### src/rtl/tri_bus_arbiter_if.sv
// Arbiter-side bundle: request vector in, one-hot grant plus owner/busy status out.
interface tri_bus_arbiter_if #(parameter int N = 4);
    localparam int OW = $clog2(N);

    logic [N-1:0]  req;
    logic [N-1:0]  grant;
    logic [OW-1:0] owner;
    logic          busy;

    modport master (input req, output grant, output owner, output busy);
    modport slave  (output req, input grant, input owner, input busy);
endinterface

### src/rtl/tri_bus_arbiter.sv
// Round-robin owner of a shared tri-state bus: registered one-hot grant, capped
// tenure and forced all-disabled turnaround between owners.
module tri_bus_arbiter #(
    parameter int N          = 4,
    parameter int MAX_HOLD   = 16,
    parameter int TURNAROUND = 1
) (
    input  logic              clk,
    input  logic              reset_n,
    tri_bus_arbiter_if.master bus
);
    localparam int OW = $clog2(N);
    localparam int HW = $clog2(MAX_HOLD + 1);
    localparam int TW = $clog2(TURNAROUND + 1);

    typedef enum logic [1:0] {IDLE = 2'd0, GRANT = 2'd1, TURN = 2'd2} state_t;

    state_t        state, state_n;
    logic [N-1:0]  grant, grant_n;
    logic [OW-1:0] owner, owner_n;
    logic [OW-1:0] last, last_n;
    logic [OW-1:0] win, idx;
    logic          found, load;
    logic [HW-1:0] hold_cnt, hold_n;
    logic [TW-1:0] tcnt, tcnt_n;
    logic          busy;

    // Scan starts one past the last owner, so the previous owner is tried last.
    always_comb begin
        win   = last;
        idx   = '0;
        found = 1'b0;
        for (int k = 1; k <= N; k++) begin
            idx = OW'((int'(last) + k) % N);
            if (!found && bus.req[idx]) begin
                win   = idx;
                found = 1'b1;
            end
        end
    end

    always_comb begin
        state_n = state;
        grant_n = grant;
        owner_n = owner;
        last_n  = last;
        hold_n  = hold_cnt;
        tcnt_n  = tcnt;
        load    = 1'b0;
        case (state)
            IDLE: load = found;
            GRANT: begin
                if (bus.req[owner] && hold_cnt < HW'(MAX_HOLD)) begin
                    hold_n = hold_cnt + 1'b1;
                end else begin
                    state_n = TURN;
                    grant_n = '0;
                    tcnt_n  = TW'(1);
                end
            end
            TURN: begin
                if (tcnt < TW'(TURNAROUND)) tcnt_n = tcnt + 1'b1;
                else if (found)             load = 1'b1;
                else                        state_n = IDLE;
            end
            default: state_n = IDLE;
        endcase
        // New tenures only start from IDLE or a completed turnaround, never from GRANT.
        if (load) begin
            state_n      = GRANT;
            grant_n      = '0;
            grant_n[win] = 1'b1;
            owner_n      = win;
            last_n       = win;
            hold_n       = HW'(1);
        end
    end

    always_ff @(posedge clk or negedge reset_n) begin
        if (!reset_n) begin
            state    <= IDLE;
            grant    <= '0;
            owner    <= '0;
            last     <= OW'(N - 1);
            hold_cnt <= '0;
            tcnt     <= '0;
            busy     <= 1'b0;
        end else begin
            state    <= state_n;
            grant    <= grant_n;
            owner    <= owner_n;
            last     <= last_n;
            hold_cnt <= hold_n;
            tcnt     <= tcnt_n;
            busy     <= (state_n != IDLE);
        end
    end

    assign bus.grant = grant;
    assign bus.owner = owner;
    assign bus.busy  = busy;
endmodule

### src/flat_wrapper.sv
// flat-port wrapper written by rule: the top's interface ports become plain ports
module tri_bus_arbiter_flat 
#(
    parameter int N          = 4,
    parameter int MAX_HOLD   = 16,
    parameter int TURNAROUND = 1
)
  (clk, reset_n, bus_req, bus_grant, bus_owner, bus_busy);
  tri_bus_arbiter_if #(.N(N)) bus_i ();
  input  logic clk;
  input  logic reset_n;
  input wire logic [$bits(bus_i.req)-1:0] bus_req;
  output wire logic [$bits(bus_i.grant)-1:0] bus_grant;
  output wire logic [$bits(bus_i.owner)-1:0] bus_owner;
  output wire logic [$bits(bus_i.busy)-1:0] bus_busy;
  assign bus_i.req = bus_req;
  assign bus_grant = bus_i.grant;
  assign bus_owner = bus_i.owner;
  assign bus_busy = bus_i.busy;
  tri_bus_arbiter #(.N(N), .MAX_HOLD(MAX_HOLD), .TURNAROUND(TURNAROUND)) u_core (.clk(clk), .reset_n(reset_n), .bus(bus_i));
endmodule
### config.mk
export PLATFORM = sky130hd
export DESIGN_NAME = tri_bus_arbiter_flat
export DESIGN_NICKNAME = d
export VERILOG_FILES = /design/src/rtl/tri_bus_arbiter_if.sv /design/src/rtl/tri_bus_arbiter.sv /design/src/flat_wrapper.sv
export SDC_FILE = /design/constraint.sdc
export NUM_CORES = 1
export LEC_CHECK = 0
export ABC_CLOCK_PERIOD_IN_PS = 2200
export CAP_MARGIN = 5
export CORE_MARGIN = 3
export CORE_UTILIZATION = 53
export CTS_CLUSTER_SIZE = 12
export DETAILED_ROUTE_END_ITERATION = 16
export GPL_TIMING_DRIVEN = 0
export PLACE_DENSITY = 0.84
export SKIP_CTS_REPAIR_TIMING = 1
export SLEW_MARGIN = 20
export SYNTH_ARGS = -nofsm -noshare
export SYNTH_HDL_FRONTEND = slang
export SYNTH_SLANG_ARGS = --single-unit
### constraint.sdc
create_clock -name clk -period 2.2 [get_ports clk]
set_input_delay 0.33 -clock clk [delete_from_list [all_inputs] [get_ports clk]]
set_output_delay 0.33 -clock clk [all_outputs]
set_load 0.02 [all_outputs]
==> impl_metrics.json <==
{
  "cts_htree_levels": 1,
  "max_cap_violations": 0,
  "clk_latency_ns": 0.28,
  "fmaxAchievable_ghz": 0.545,
  "ant_nets": 0,
  "yosysMostFrequentCell": "dfrtp_1",
  "ff2ff_path_depth": 6,
  "critical_path_class": "reg2reg",
  "grt_overflow_total": 0,
  "min_period_over_period_pct": 83.4,
  "dr.pass1.iters": 4,
  "ios": 13,
  "crit_arrival_ns": 2.01,
  "worst_pin_slew_ns": 0.753,
  "required_ns": 2.38,
  "synthCells": 102,
  "die_width_um": 49.6,
  "fin_skew_ns": 0.00238,
  "slowest_stage": "dfrtp_1",
  "clkSinkCount": 17,
  "clk_pin_slew_ns": 0.10,
  "ys.flop_type": "dfrtp_1",
  "cts_buffers": 3,
  "die_h_um": 49.6,
  "avgViaCountPerCell": 5.69,
  "drc_errors": 0,
  "crit_path_start_kind": "flip-flop",
  "gp_congestion": 0.759,
  "critPathCaptureType": "flip-flop",
  "drt-total-wl_um": 2010,
  "finalHoldViolations": 0,
  "grt_pass1_wl_um": 3420,
  "syn_avg_cell_area_um2": 9.90,
  "crit_path_max_incr_delay_ns": 0.48,
  "critical_path_buf_inv_count": 1,
  "synth_top_cell_area_share_pct": 37.2,
  "grt_pass1_vias": 755,
  "r2r-start": "u_core.state[0]$_DFF_PN0_",
  "path_delay_family": "compound AO/OA/AOI/OAI gates",
  "grt_max_degree": 18,
  "syn2layout_area_growth_pct": 17.7,
  "rsz0062_at_grt": "false",
  "ys_types": 43,
  "drive_gt1_share_pct": 12.7,
  "p_leak_nw": 0.490,
  "synth-async-reset-ratio_pct": 100,
  "ys_top_cells_by_area": "dfrtp_1 (37%), ha_1 (6.2%), dfstp_2 (5.2%)",
  "grt_antenna_before_repair": 0,
  "post-synth-top-area-cell": "dfrtp_1",
  "hp-class": "in2async",
  "cts_tree": "yes",
  "antenna_cells": 0,
  "via_count": 813,
  "timing.slew.headroom_pct": 49.7,
  "min_period_ns": 1.84,
  "peakVddDrop_mv": 0.683,
  "synth-seq-area-share_pct": 42.4,
  "fin_tns_setup_ns": 0,
  "clock_path_buffers": 2,
  "synth_enable_flop_cells": 0,
  "first_iter_violations": 40,
  "nets": 130,
  "path_depth": 6,
  "cts_root_buf": "clkbuf_4",
  "syn-cell-area_um2": 1010,
  "outcome": "complete, no violations",
  "port_buffers": 12,
  "initial_utilization_pct": 57.2,
  "yosys_warnings": 0,
  "critPathMaxFanout": 7,
  "avgRoutedWirePerCell_um": 14.1,
  "coreArea_um2": 1760,
  "crit_chain": "inv_1 > ha_1 > a21oi_1 > nor2_2 > and4_1 > a32o_1",
  "synth_seq_cells": 17,
  "synth_commonest_cells": "dfrtp_1 (15), nor2_1 (10), a21oi_1 (7), nand2_1 (7)",
  "drv_slew": 0,
  "setup_viol": 0,
  "die_area_um2": 2460,
  "track_usage_pct": 17.6,
  "power.total_mw": 1.60,
  "reg2reg_setup_slack_ns": 0.36,
  "power_density_nw_per_um2": 1350,
  "syn-num-nets": 113,
  "fp-row-count": 15,
  "hpwlAfterDp_um": 1550,
  "r2r-end": "u_core.bus.grant[0]$_DFFE_PN0P_"
}
per-layer routing:
layer | vias to the layer above | wire length, µm | global-route usage (%)
li1 | 411 | - | -
met1 | 375 | 937 | 24.3
met2 | 27 | 966 | 28.9
met3 | 0 | 107 | 2.72
met4 | 0 | 0 | 4.15
met5 | - | 0 | 0
cell usage in the layout, fill, tap and decap left out, drive strengths merged, types with 2 or more instances in the layout:
master / count
a21o: 2
nor4: 2
mux2: 2
or2: 2
a32o: 5
or3: 2
nand2: 8
dfstp: 2
ha: 5
clkbuf: 4
inv: 5
nand3: 3
nor2: 11
a21oi: 8
o21ai: 9
clkdlybuf4s50: 12
dfrtp: 15
layout make-up:
type	count	area, µm²
plain buffers	1	3.75
clock buffers	3	22.5
clock inverters	1	5.00
fillers	165	576
inverters	5	18.8
multi-input cells	79	559
flip-flops and latches	17	428
well taps	25	31.3
repair buffers	12	120
through the flow:
stage               instances  setup WS, ns  hold WS, ns  instance area (µm²)  util [%]
finish                    143         0.365        0.483                 1190      67.4
global route              143         0.261        0.523                 1190      67.4
CTS                       143         0.382        0.502                 1190      67.4
detailed placement        139         0.167        0.488                 1160      65.8
global placement          139         0.184        0.478                 1160      65.8
floorplan                 102         0.586       0.0344                 1010         -
sequential cells by signal (all words and copies together), names as in the netlist:
register / cells
u_core.bus.owner: 2
u_core.hold_cnt: 5
u_core.state: 2
u_core.last: 2
u_core.bus.busy: 1
u_core.tcnt: 1
u_core.bus.grant: 4
report_power, final:
group	internal [mW]	switching (mW)	total, mW	leakage, nW
registers	0.428	0.0863	0.514	0.208
clock network	0.0674	0.0925	0.160	0.0177
logic	0.394	0.535	0.928	0.264
how the worst max path moves through the flow:
stage                                         start                         endpoint  slack, ns
after detailed placement                 bus_req[3]  u_core.bus.grant[0]$_DFFE_PN0P_       0.17
final                     u_core.state[0]$_DFF_PN0_  u_core.bus.grant[0]$_DFFE_PN0P_       0.36
after global placement                   bus_req[3]  u_core.bus.grant[2]$_DFFE_PN0P_       0.18
after global routing      u_core.state[0]$_DFF_PN0_  u_core.bus.grant[0]$_DFFE_PN0P_       0.26
after CTS                 u_core.state[0]$_DFF_PN0_  u_core.bus.grant[0]$_DFFE_PN0P_       0.38
after floorplan           u_core.state[0]$_DFF_PN0_  u_core.bus.grant[0]$_DFFE_PN0P_       0.59
kinds of logic (layout without fill, tap and decap cells):
group	after synthesis	in the layout	synth area share, %
buffers and inverters	6	22	2.23
adder cells (fa/ha/maj)	5	5	6.20
AND/OR/NAND/NOR	37	37	20.3
AO/OA/AOI/OAI	34	34	25.3
flip-flops	17	17	42.4
multiplexers	3	3	3.59
Note: power is estimated with default switching activity, not from simulation.
